--- src/rtl/ofdm_rx_frame_ctrl_if.sv ---
// Control/handshake bundle between the frame sequencer and the receiver top level.
interface ofdm_rx_frame_ctrl_if #(
  parameter int SYM_W = 8
);
  logic             frame_start;
  logic [SYM_W-1:0] num_sym;
  logic             abort;
  logic             adc_valid;
  logic             sync_found;
  logic             rx_out_valid;
  logic             sync_en;
  logic             dp_valid;
  logic             dp_zero;
  logic             sym_start;
  logic [SYM_W-1:0] sym_idx;
  logic             busy;
  logic             frame_done;
  logic             timeout_err;

  modport master (
    output frame_start, num_sym, abort, adc_valid, sync_found, rx_out_valid,
    input  sync_en, dp_valid, dp_zero, sym_start, sym_idx, busy, frame_done, timeout_err
  );

  modport slave (
    input  frame_start, num_sym, abort, adc_valid, sync_found, rx_out_valid,
    output sync_en, dp_valid, dp_zero, sym_start, sym_idx, busy, frame_done, timeout_err
  );
endinterface

--- src/rtl/ofdm_rx_frame_ctrl.sv ---
// Frame sequencer for the MIMO-OFDM receiver: arms sync, drops the cyclic
// prefix, gates NSYM symbols of ADC samples into the datapath, pushes the last
// symbol out with zero-valued flush samples, then waits for every demapped
// output of the frame (or a timeout). No sample data passes through here.
module ofdm_rx_frame_ctrl #(
  parameter int NFFT        = 64,
  parameter int NCP         = 16,
  parameter int FLUSH_EXTRA = 20,
  parameter int TIMEOUT     = 1024,
  parameter int SYM_W       = 8
) (
  input  logic                 clk,
  input  logic                 rst,
  ofdm_rx_frame_ctrl_if.slave  bus
);

  localparam int FLUSH_LEN = NFFT + FLUSH_EXTRA;
  localparam int CNT_W     = $clog2(FLUSH_LEN + NCP + 1);
  localparam int TMO_W     = $clog2(TIMEOUT + 1);

  typedef enum logic [2:0] {
    S_IDLE,
    S_WAIT_SYNC,
    S_CP,
    S_DATA,
    S_FLUSH,
    S_DRAIN,
    S_DONE
  } state_t;

  state_t           state;
  logic [CNT_W-1:0] samp_cnt;
  logic [TMO_W-1:0] tmo_cnt;
  logic [15:0]      out_cnt;
  logic [15:0]      out_cnt_nxt;
  logic [15:0]      out_target;
  logic [SYM_W-1:0] nsym;
  logic [SYM_W-1:0] sym_idx_r;
  logic             timeout_r;
  logic             counting;

  // Demapper outputs of early symbols arrive while later symbols are still
  // coming in, so outputs are counted from sync search through drain.
  assign out_target = 16'(nsym) * 16'(NFFT);
  assign counting   = (state == S_WAIT_SYNC) || (state == S_CP) || (state == S_DATA) ||
                      (state == S_FLUSH) || (state == S_DRAIN);

  // Saturating output count including this cycle's rx_out_valid.
  always_comb begin
    out_cnt_nxt = out_cnt;
    if (counting && bus.rx_out_valid && (out_cnt < out_target)) begin
      out_cnt_nxt = out_cnt + 16'd1;
    end
  end

  // dp_valid follows adc_valid with zero latency so it lines up with the ADC data.
  assign bus.sync_en     = (state == S_WAIT_SYNC);
  assign bus.dp_valid    = ((state == S_DATA) && bus.adc_valid) || (state == S_FLUSH);
  assign bus.dp_zero     = (state == S_FLUSH);
  assign bus.sym_start   = (state == S_DATA) && bus.adc_valid && (samp_cnt == '0);
  assign bus.sym_idx     = sym_idx_r;
  assign bus.busy        = (state != S_IDLE);
  assign bus.frame_done  = (state == S_DONE);
  assign bus.timeout_err = timeout_r;

  // Frame state machine with its sample, timeout and output counters.
  always_ff @(posedge clk) begin
    if (rst) begin
      state     <= S_IDLE;
      samp_cnt  <= '0;
      tmo_cnt   <= '0;
      out_cnt   <= '0;
      nsym      <= '0;
      sym_idx_r <= '0;
      timeout_r <= 1'b0;
    end else if (bus.abort) begin
      state     <= S_IDLE;
      samp_cnt  <= '0;
      tmo_cnt   <= '0;
      out_cnt   <= '0;
      sym_idx_r <= '0;
      timeout_r <= 1'b0;
    end else begin
      timeout_r <= 1'b0;
      out_cnt   <= out_cnt_nxt;
      unique case (state)
        S_IDLE: begin
          if (bus.frame_start) begin
            nsym      <= bus.num_sym;
            out_cnt   <= '0;
            sym_idx_r <= '0;
            tmo_cnt   <= '0;
            samp_cnt  <= '0;
            state     <= (bus.num_sym != '0) ? S_WAIT_SYNC : S_DONE;
          end
        end
        S_WAIT_SYNC: begin
          if (bus.sync_found) begin
            state    <= S_CP;
            samp_cnt <= '0;
          end else if (tmo_cnt == TMO_W'(TIMEOUT - 1)) begin
            timeout_r <= 1'b1;
            tmo_cnt   <= '0;
            state     <= S_IDLE;
          end else begin
            tmo_cnt <= tmo_cnt + 1'b1;
          end
        end
        S_CP: begin
          if (bus.adc_valid) begin
            if (samp_cnt == CNT_W'(NCP - 1)) begin
              samp_cnt <= '0;
              state    <= S_DATA;
            end else begin
              samp_cnt <= samp_cnt + 1'b1;
            end
          end
        end
        S_DATA: begin
          if (bus.adc_valid) begin
            if (samp_cnt == CNT_W'(NFFT - 1)) begin
              samp_cnt <= '0;
              if (sym_idx_r == nsym - SYM_W'(1)) begin
                state <= S_FLUSH;
              end else begin
                sym_idx_r <= sym_idx_r + 1'b1;
                state     <= S_CP;
              end
            end else begin
              samp_cnt <= samp_cnt + 1'b1;
            end
          end
        end
        S_FLUSH: begin
          if (samp_cnt == CNT_W'(FLUSH_LEN - 1)) begin
            samp_cnt <= '0;
            tmo_cnt  <= '0;
            state    <= S_DRAIN;
          end else begin
            samp_cnt <= samp_cnt + 1'b1;
          end
        end
        S_DRAIN: begin
          if (out_cnt_nxt == out_target) begin
            state <= S_DONE;
          end else if (tmo_cnt == TMO_W'(TIMEOUT - 1)) begin
            timeout_r <= 1'b1;
            tmo_cnt   <= '0;
            state     <= S_IDLE;
          end else begin
            tmo_cnt <= tmo_cnt + 1'b1;
          end
        end
        S_DONE: begin
          state <= S_IDLE;
        end
        default: begin
          state <= S_IDLE;
        end
      endcase
    end
  end

endmodule

--- src/flat_wrapper.sv ---
// flat-port wrapper written by rule: the top's interface ports become plain ports
module ofdm_rx_frame_ctrl_flat 
#(
  parameter int NFFT        = 64,
  parameter int NCP         = 16,
  parameter int FLUSH_EXTRA = 20,
  parameter int TIMEOUT     = 1024,
  parameter int SYM_W       = 8
)
  (clk, rst, bus_frame_start, bus_num_sym, bus_abort, bus_adc_valid, bus_sync_found, bus_rx_out_valid, bus_sync_en, bus_dp_valid, bus_dp_zero, bus_sym_start, bus_sym_idx, bus_busy, bus_frame_done, bus_timeout_err);
  ofdm_rx_frame_ctrl_if #(.SYM_W(SYM_W)) bus_i ();
  input  logic clk;
  input  logic rst;
  input wire logic [$bits(bus_i.frame_start)-1:0] bus_frame_start;
  input wire logic [$bits(bus_i.num_sym)-1:0] bus_num_sym;
  input wire logic [$bits(bus_i.abort)-1:0] bus_abort;
  input wire logic [$bits(bus_i.adc_valid)-1:0] bus_adc_valid;
  input wire logic [$bits(bus_i.sync_found)-1:0] bus_sync_found;
  input wire logic [$bits(bus_i.rx_out_valid)-1:0] bus_rx_out_valid;
  output wire logic [$bits(bus_i.sync_en)-1:0] bus_sync_en;
  output wire logic [$bits(bus_i.dp_valid)-1:0] bus_dp_valid;
  output wire logic [$bits(bus_i.dp_zero)-1:0] bus_dp_zero;
  output wire logic [$bits(bus_i.sym_start)-1:0] bus_sym_start;
  output wire logic [$bits(bus_i.sym_idx)-1:0] bus_sym_idx;
  output wire logic [$bits(bus_i.busy)-1:0] bus_busy;
  output wire logic [$bits(bus_i.frame_done)-1:0] bus_frame_done;
  output wire logic [$bits(bus_i.timeout_err)-1:0] bus_timeout_err;
  assign bus_i.frame_start = bus_frame_start;
  assign bus_i.num_sym = bus_num_sym;
  assign bus_i.abort = bus_abort;
  assign bus_i.adc_valid = bus_adc_valid;
  assign bus_i.sync_found = bus_sync_found;
  assign bus_i.rx_out_valid = bus_rx_out_valid;
  assign bus_sync_en = bus_i.sync_en;
  assign bus_dp_valid = bus_i.dp_valid;
  assign bus_dp_zero = bus_i.dp_zero;
  assign bus_sym_start = bus_i.sym_start;
  assign bus_sym_idx = bus_i.sym_idx;
  assign bus_busy = bus_i.busy;
  assign bus_frame_done = bus_i.frame_done;
  assign bus_timeout_err = bus_i.timeout_err;
  ofdm_rx_frame_ctrl #(.NFFT(NFFT), .NCP(NCP), .FLUSH_EXTRA(FLUSH_EXTRA), .TIMEOUT(TIMEOUT), .SYM_W(SYM_W)) u_core (.clk(clk), .rst(rst), .bus(bus_i));
endmodule
--- config.mk ---
export PLATFORM = sky130hd
export DESIGN_NAME = ofdm_rx_frame_ctrl_flat
export DESIGN_NICKNAME = d
export VERILOG_FILES = /design/src/rtl/ofdm_rx_frame_ctrl_if.sv /design/src/rtl/ofdm_rx_frame_ctrl.sv /design/src/flat_wrapper.sv
export SDC_FILE = /design/constraint.sdc
export NUM_CORES = 1
export LEC_CHECK = 0
export ABC_AREA = 1
export ABC_CLOCK_PERIOD_IN_PS = 2900
export CAP_MARGIN = 20
export CORE_ASPECT_RATIO = 0.5
export CORE_MARGIN = 2
export CORE_UTILIZATION = 59
export DETAILED_ROUTE_END_ITERATION = 6
export HOLD_SLACK_MARGIN = 0.03
export PLACE_DENSITY = 0.85
export SYNTH_ARGS = -nofsm -noshare
export SYNTH_HDL_FRONTEND = slang
export SYNTH_SLANG_ARGS = --single-unit
--- constraint.sdc ---
create_clock -name clk -period 2.9 [get_ports clk]
set_input_delay 0.29 -clock clk [delete_from_list [all_inputs] [get_ports clk]]
set_output_delay 0.29 -clock clk [all_outputs]
set_load 0.1 [all_outputs]
# --- Word-level counts from Yosys, hierarchy flattened ---
# Index checks and enable logic that the tools add are counted.
op_classes:
  add_sub_neg: 5
  n_mul: 0
  div_mod_pow: 0
  magnitude_cmp: 1
  eq_ne: 22
  shifts: 0
  muxes: 38
  n_bitwise: 1
  n_reduce_logical: 22
ops:
  columns: ["cell", "count"]
  rows:
  - ["$mux W11", 5]
  - ["$mux W7", 7]
  - ["$mux W16", 3]
  - ["$pmux W11 S4", 1]
  - ["$pmux W7 S5", 1]
  - ["$mux W3", 11]
  - ["$mux W8", 4]
  - ["$ne A2 B2 Y1 const B", 9]
  - ["$pmux W3 S6", 1]
  - ["$add A16 B1 Y16 const B", 1]
  - ["$eq A16 B14 Y1", 1]
  - ["$lt A16 B14 Y1", 1]
  - ["$pmux W8 S2", 1]
  - ["$reduce_and A5 Y1", 3]
  - ["$add A11 B1 Y11 const B", 1]
  - ["$eq A11 B10 Y1 const B", 1]
  - ["$eq A3 B3 Y1 const B", 3]
  - ["$add A8 B1 Y8 const B", 1]
  - ["$eq A8 B8 Y1", 1]
  - ["$reduce_bool A8 Y1", 1]
  - ["$sub A8 B1 Y8 const B", 1]
  - ["$add A7 B1 Y7 const B", 1]
  - ["$eq A7 B4 Y1 const B", 1]
  - ["$eq A7 B6 Y1 const B", 1]
  - ["other kinds (18)", 28]
word_totals:
  ff_bits: 54
  latchBits: 0
  mem_bits_rw: 0
  mem_bits_ro: 0
  out_inout_bits: 15
  elab_cells: 96
  mem_count: 0

# --- Depth between registers and ports, before layout ---
# Gate-level depths: netlist of the first run.
depth:
  ltp_word: 11
  ltp_mapped: 22
  ltp_nobuf: 21

# --- Worst setup path after synthesis of the first run ---
# OpenSTA, ideal clock, no wires.
synth_path:
  kind: "flip-flop to output port"
  startpoint: "register u_core.state[0]"
  endpoint: "output bus_dp_valid"
  arrival_ns: 2.895
  required_time_ns: 2.610
  setup_slack_ns: -0.285
  path_stages_with_launch: 6
  n_path_buf: 0
  path_cell_list: "dfxtp_1 nor2_2 inv_1 nor2_1 inv_1 nand2_1"
synth_via:
  elab_cells_between_ends: 4
synth_rtl:
  columns: ["element", "line", "text"]
  rows:
  - ["start: declaration", "ofdm_rx_frame_ctrl.sv:31", "state_t state;"]
  - ["start signal: assignment", "ofdm_rx_frame_ctrl.sv:94", "state <= (bus.num_sym != '0) ? S_WAIT_SYNC : S_DONE;"]
  - ["$eq A3 B3 Y1", null, null]
  - ["named net bus_dp_zero", "flat_wrapper.sv:22", "output wire logic [$bits(bus_i.dp_zero)-1:0] bus_dp_zero;"]
  - ["$logic_or A1 B1 Y1", "ofdm_rx_frame_ctrl.sv:58", "assign bus.dp_valid = ((state == S_DATA) && bus.adc_valid) || (state == S_FLUSH);"]
  - ["end: declaration", "flat_wrapper.sv:21", "output wire logic [$bits(bus_i.dp_valid)-1:0] bus_dp_valid;"]
# The timed path passes the listed nets, and every way through them passes these cells.

# --- Final worst setup path of the first run ---
layout_path:
  startpoint: "register u_core.nsym[4]"
  endpoint: "register u_core.tmo_cnt[4]"
layout_via:
  elab_chain_len: 6
layout_rtl:
  columns: ["element", "line", "text"]
  rows:
  - ["start: declaration", "ofdm_rx_frame_ctrl.sv:37", "logic [SYM_W-1:0] nsym;"]
  - ["start signal: assignment", "ofdm_rx_frame_ctrl.sv:89", "nsym <= bus.num_sym;"]
  - ["$lt A16 B14 Y1", "ofdm_rx_frame_ctrl.sv:51", "if (counting && bus.rx_out_valid && (out_cnt < out_target)) begin"]
  - ["$logic_and A1 B1 Y1", "ofdm_rx_frame_ctrl.sv:51", null]
  - ["$mux W16", "ofdm_rx_frame_ctrl.sv:51", null]
  - ["$eq A16 B14 Y1 *", "ofdm_rx_frame_ctrl.sv:144", "if (out_cnt_nxt == out_target) begin"]
  - ["$ne A2 B2 Y1 (no source line) *", null, null]
  - ["$reduce_and A5 Y1 (no source line) *", null, null]
  - ["end signal: assignment", "ofdm_rx_frame_ctrl.sv:106", "tmo_cnt <= tmo_cnt + 1'b1;"]
  - ["end signal: assignment", "ofdm_rx_frame_ctrl.sv:151", "tmo_cnt <= tmo_cnt + 1'b1;"]
  - ["end: declaration", "ofdm_rx_frame_ctrl.sv:33", "logic [TMO_W-1:0] tmo_cnt;"]
# Mark *: on every way between the ends. The rest lies on a longest branch, timed or not.
# A chain may end at the register's enable or synchronous reset.

==> impl_metrics.json, run 1 <==
{
  "diodes": 0,
  "fin_crit_sh_pct": 93.81,
  "async_flop_share_pct": 0,
  "grt_max_degree": 18,
  "dieArea_um2": 7044,
  "antenna_found_initial": 0,
  "critPathArrivalTime_ns": 2.97,
  "pin_count": 30,
  "synthTopCellsByCount": "149 x nand2_1, 96 x nor2_1, 70 x inv_1, 57 x nand3_1, 54 x dfxtp_1",
  "yosysSeqAreaShare_pct": 28.85,
  "synth_top_area_share_pct": 28.85,
  "finalCriticalPeriod_ns": 2.721,
  "end_kind": "flop",
  "post_drt_wl_per_cell_um": 13.65,
  "layout-drive-gt1-share_pct": 14.62,
  "cts_buffers": 5,
  "cts_hold_buffers": 0,
  "tightest_slew_ns": 0.6490,
  "grtUsageTotal_pct": 28.68,
  "grt_pass1_vias": 3445,
  "power_mw": 1.775,
  "slew_headroom_pct": 56.58,
  "synthTopCellsByArea": "dfxtp_1 29%, nand2_1 15%, nor2_1 9.6%",
  "netlist_instances": 593,
  "fin_tns_setup_ns": 0,
  "whs_path_depth": 2,
  "synth.distinct_cells": 35,
  "hold_ws_ns": 0.4447,
  "gr-total-overflow": 0,
  "synthMostInstantiatedCell": "nand2_1",
  "ys.flop_type": "dfxtp_1",
  "synth-edff-count": 0,
  "path_class": "flop to flop",
  "irDropWorstVdd_mv": 0.2365,
  "place_inst": 717,
  "synth.avg_cell_area_um2": 6.319,
  "die_y_um": 60.36,
  "num_rows": 20,
  "drtIter0Drc": 346,
  "area_growth_pct": 19.87,
  "path_clk_slew_ns": 0.07,
  "max-clock-path-buffers": 2,
  "final-hold-violation-count": 0,
  "p_per_area_nw_per_um2": 395.2,
  "fp.dieW_um": 116.7,
  "max_freq_mhz": 367.6,
  "r2r_cells": 20,
  "fin_cells": 731,
  "p_leak_nw": 1.915,
  "skew_ns": 0.003563,
  "fin_area_um2": 4492,
  "cts_root_buf": "clkbuf_16",
  "syn_area_um2": 3747,
  "portBuffers": 29,
  "vias": 3940,
  "drt-total-wl_um": 9975,
  "num-nets-final": 670,
  "utilization_pct": 73.57,
  "postPlaceCellArea_um2": 4175,
  "dp_hpwl_um": 7043,
  "critPathRequiredTime_ns": 3.15,
  "via_per_inst": 5.390,
  "critPathMaxFanout": 8,
  "start_kind": "flop",
  "core_area_um2": 6106,
  "postRouteAntennaNets": 0,
  "gp_congestion": 0.9218,
  "htreeDepth": 2,
  "finalSetupViolCount": 0,
  "cts_sinks": 54,
  "grt_first_pass_wirelength_um": 15620,
  "place_ws_ns": 0.05803,
  "status": "completed",
  "initial_core_util_pct": 61.37,
  "drc": 0,
  "synth_fp_nets": 621,
  "hold_path_class": "flop to flop",
  "fin_ws_ns": 0.1794,
  "max_cap_violations": 0,
  "worstSkewPairLatency_ns": 0.31,
  "ys_ff_latch": 54,
  "drv_slew": 0,
  "ys_warn_count": 0,
  "cts_tree": "built",
  "first_pass_iters": 7,
  "yosys.area.top_type": "dfxtp_1"
}
## worst paths after layout
path | slack (ns) | endpoint | from
setup reg to reg | 0.18 | u_core.tmo_cnt[4] | u_core.nsym[4]
setup / recovery | 0.18 | u_core.tmo_cnt[4] | u_core.nsym[4]
hold / removal | 0.44 | u_core.out_cnt[15] | u_core.out_cnt[15]
hold reg to reg | 0.44 | u_core.out_cnt[15] | u_core.out_cnt[15]
## per-layer routing
layer / share of wire [%] / wire, um / global-route usage, % / up-vias
met1: 44 / 4348 / 36.18 / 1785
li1: - / - / - / 1995
met4: 1.8 / 184 / 8.739 / 0
met2: 48 / 4743 / 50.95 / 144
met5: 0 / 0 / 0 / -
met3: 7.0 / 699 / 5.694 / 16
## worst max-delay path: stages (launching register included)
cell     delay (ns)
dfxtp_2        0.33
inv_1          0.07
ha_1           0.28
nand2_1        0.08
inv_1          0.05
nand2_1        0.05
nand2_1        0.08
nand2_2        0.13
nand2_4        0.08
nor2_4         0.29
nand3_1        0.14
nand3_1        0.12
nand2_1        0.06
nor2_1         0.08
nand2_1        0.10
nor2_4         0.15
nand3_4        0.15
buf_2          0.20
nand3_1        0.06
nand2_1        0.06
nor2_1         0.09
## layout make-up
cell class                 instances  area [um2]
timing repair buffer              48       396.6
multi-input combinational        455        2445
tap                               88       110.1
fill                             500        1614
clock inverter                     2       16.27
clock buffer                       6       138.9
inverter                          78       297.8
sequential                        54        1087
## flip-flops by register name, indices dropped and copies added (netlist names)
| register | flops |
|---|---|
| u_core.tmo_cnt | 11 |
| u_core.bus.timeout_err | 1 |
| u_core.out_cnt | 16 |
| u_core.state | 3 |
| u_core.bus.sym_idx | 8 |
| u_core.nsym | 8 |
| u_core.samp_cnt | 7 |
## report_power, final
part	internal (mW)	switching, mW	total [mW]
Combinational	0.129	0.233	0.361
Clock	0.348	0.297	0.644
Sequential	0.756	0.0136	0.769
## cells by family after synthesis
group | share of synthesized area [%]
AND/OR/NAND/NOR | 43.31
buffers and inverters | 9.349
flip-flops | 28.85
XOR/XNOR | 6.544
AO/OA/AOI/OAI | 7.613
adder cells (fa/ha/maj) | 4.341
## cell usage in the layout (no fill, tap or decap), drive strengths merged, types with 2 or more instances in the layout
cell type / netlist / routed
nand2: 158 / 159
nor2: 103 / 104
inv: 76 / 77
nand3: 60 / 60
dfxtp: 54 / 54
buf: 3 / 34
a21oi: 33 / 33
xor2: 23 / 23
nor3: 17 / 17
clkdlybuf4s50: 0 / 14
nand4: 14 / 14
ha: 13 / 13
o21ai: 10 / 10
clkbuf: 5 / 6
a211oi: 5 / 5
xnor2: 5 / 5
nand3b: 3 / 3
or2: 2 / 2
nor4: 2 / 2
clkinv: 2 / 2
## what timing repair did
action                     CTS  global route
setup endpoints to repair    0            15
resized for setup            0            26
setup buffers                0             3
Note: power is estimated with default switching activity, not from simulation.
==> inputs of run 2 (changes only) <==
--- a/config.mk
+++ b/config.mk
@@ -11,6 +11,8 @@
 export CORE_ASPECT_RATIO = 0.5
 export CORE_MARGIN = 2
 export CORE_UTILIZATION = 59
+export CTS_CLUSTER_DIAMETER = 200
+export CTS_CLUSTER_SIZE = 16
 export DETAILED_ROUTE_END_ITERATION = 6
 export HOLD_SLACK_MARGIN = 0.03
 export PLACE_DENSITY = 0.85
==> results of run 2 <==
No change in the layout: final DEF, timing and power equal those of run 1.
==> inputs of run 3 (changes only) <==
--- a/config.mk
+++ b/config.mk
@@ -10,12 +10,12 @@
 export CAP_MARGIN = 20
 export CORE_ASPECT_RATIO = 0.5
 export CORE_MARGIN = 2
-export CORE_UTILIZATION = 59
+export CORE_UTILIZATION = 45
 export CTS_CLUSTER_DIAMETER = 200
 export CTS_CLUSTER_SIZE = 16
 export DETAILED_ROUTE_END_ITERATION = 6
 export HOLD_SLACK_MARGIN = 0.03
-export PLACE_DENSITY = 0.85
+export PLACE_DENSITY = 0.69
 export SYNTH_ARGS = -nofsm -noshare
 export SYNTH_HDL_FRONTEND = slang
 export SYNTH_SLANG_ARGS = --single-unit
==> run 3 against run 2 <==
Effect of this change: utilization is 18 points lower; largest power group unchanged; via count is 2.5% lower; sequential power about the same; sequential share of layout area down 0.085 points; fmax is essentially flat.
==> impl_metrics.json, run 3 (synthesized netlist as in run 1, its figures left out) <==
{
  "status": "completed",
  "max_freq_mhz": 367.9,
  "critPathRequiredTime_ns": 3.13,
  "slew_headroom_pct": 51.79,
  "layout-drive-gt1-share_pct": 12.27,
  "via_per_inst": 5.081,
  "slowest_stage": "dfxtp_1",
  "fin_cells": 756,
  "vias": 3841,
  "post_drt_wl_per_cell_um": 13.11,
  "fin_crit_sh_pct": 93.74,
  "portBuffers": 29,
  "worstSkewPairLatency_ns": 0.30,
  "num_rows": 23,
  "drtIter0Drc": 266,
  "place_inst": 742,
  "irDropWorstVdd_mv": 0.2501,
  "gr-total-overflow": 0,
  "diodes": 0,
  "critPathArrivalTime_ns": 2.95,
  "hold_ws_ns": 0.4387,
  "fin_tns_setup_ns": 0,
  "dp_hpwl_um": 7374,
  "fp.dieW_um": 133.1,
  "pin_count": 30,
  "use_met1_pct": 29.10,
  "final-hold-violation-count": 0,
  "cts_root_buf": "clkbuf_16",
  "layout_commonest_cell": "nand2_1",
  "pwr-share-comb_pct": 19.6,
  "start_kind": "flop",
  "antenna_found_initial": 0,
  "seq_power_share_pct": 42.9,
  "drc": 0,
  "power_mw": 1.792,
  "max_cap_violations": 0,
  "first_pass_iters": 6,
  "p_leak_nw": 1.920,
  "reg_top3": "u_core.out_cnt (16), u_core.tmo_cnt (11)",
  "pwr-share-clk_pct": 37.5,
  "path_class": "flop to flop",
  "max-clock-path-buffers": 2,
  "finalSetupViolCount": 0,
  "critical_path.max_stage_delay_ns": 0.38,
  "final_cell_mix": "147 x nand2_1, 94 x nor2_1, 70 x inv_1",
  "r2r_cells": 15,
  "postPlaceCellArea_um2": 4213,
  "top_register": "u_core.out_cnt",
  "switching_share_pct": 29.13,
  "gr-max-usage-layer": "met2",
  "initial_core_util_pct": 46.67,
  "path_clk_slew_ns": 0.07,
  "drv_slew": 0,
  "use_met3_pct": 3.436,
  "grt_max_degree": 18,
  "num-nets-final": 671,
  "switchingPower_uw": 522.1,
  "whs_path_depth": 2,
  "tightest_slew_ns": 0.7205,
  "skew_ns": 0.01173,
  "core_area_um2": 8029,
  "largest_reg_flops": 16,
  "postRouteAntennaNets": 0,
  "dieArea_um2": 9118,
  "grt_pass1_vias": 3392,
  "area_growth_pct": 19.60,
  "htreeDepth": 2,
  "hold_path_class": "flop to flop",
  "use_met2_pct": 38.86,
  "cts_buffers": 5,
  "end_kind": "flop",
  "gp_congestion": 0.8749,
  "p_per_area_nw_per_um2": 399.9,
  "cts_tree": "built",
  "die_y_um": 68.53,
  "drt-total-wl_um": 9908,
  "crit_top_cell": "nand2_1",
  "fin_area_um2": 4482,
  "finalCriticalPeriod_ns": 2.718,
  "cts_sinks": 54,
  "path_cells": "inv_1 -> ha_1 -> nand2_1 -> nor2_4 -> nand3_4 -> nand4_4 -> inv_1 -> a21oi_1 -> nand4_1 -> nor2_4 -> nand3_4 -> buf_4 -> nand2_1 -> nand2_1 -> a21oi_1",
  "internal_power_mw": 1.270,
  "grtUsageTotal_pct": 22.09,
  "grt_first_pass_wirelength_um": 15930,
  "critPathMaxFanout": 9
}
==> run 3: cell count changes in the layout (fill, tap and decap cells not counted), moves of 2 or more <==
cell | previous run | this run
ha_4 | 2 | 0
clkbuf_8 | 1 | 3
ha_1 | 11 | 13
dfxtp_2 | 5 | 0
dfxtp_1 | 49 | 54
nand3_2 | 7 | 1
buf_4 | 32 | 34
nand3_1 | 51 | 57
inv_2 | 6 | 4
==> run 3: what timing repair did <==
item / in CTS / in global routing
hold buffers: 0 / 0
gates resized for setup: 0 / 11
buffers inserted: 0 / 3
endpoints found under the setup margin: 0 / 15
==> run 3: per-stage QoR <==
step | setup WS, ns | util [%]
final | 0.1816 | 55.82
after global routing | -0.002385 | 55.82
after CTS | 0.05958 | 54.54
after detailed placement | 0.06913 | 52.47
after global placement | 0.08932 | 52.47
after floorplan | 0.2663 | -
==> run 3: final cells by class <==
cell class / instances / area, um2
Clock buffer: 8 / 166.4
Fill cell: 802 / 3547
Inverter: 78 / 300.3
Multi-Input combinational cell: 456 / 2399
Sequential cell: 54 / 1081
Tap cell: 112 / 140.1
Timing Repair Buffer: 48 / 395.4
==> run 3: critical path, delay by kind of cell (launching register included) <==
family / cells / cell delay (ns)
simple gates: 9 / 1.27
buf+inv: 3 / 0.39
flops: 1 / 0.38
compound gates: 2 / 0.31
fa+ha+maj: 1 / 0.30
==> run 3: per-layer routing <==
layer	wire (um)	up-vias	share of wire (%)
met3	488	15	4.9
met1	4741	1736	48
li1	-	2005	-
met5	0	-	0
met2	4541	85	46
met4	138	0	1.4
==> run 3: final timing paths <==
kind	start	end	slack, ns
worst max register to register	u_core.nsym[7]	u_core.state[1]	0.18
worst max-delay path	u_core.nsym[7]	u_core.state[1]	0.18
worst min register to register	u_core.out_cnt[15]	u_core.out_cnt[15]	0.44
worst min-delay path	u_core.out_cnt[15]	u_core.out_cnt[15]	0.44
==> run 3: power by group through the flow <==
stage / Clock [mW] / Sequential, mW / Combinational [mW]
after floorplan: 0 / 0.784 / 0.238
after global placement: 0 / 0.786 / 0.319
after detailed placement: 0 / 0.786 / 0.319
after CTS: 0.685 / 0.769 / 0.321
after global routing: 0.709 / 0.771 / 0.388
final: 0.672 / 0.769 / 0.352
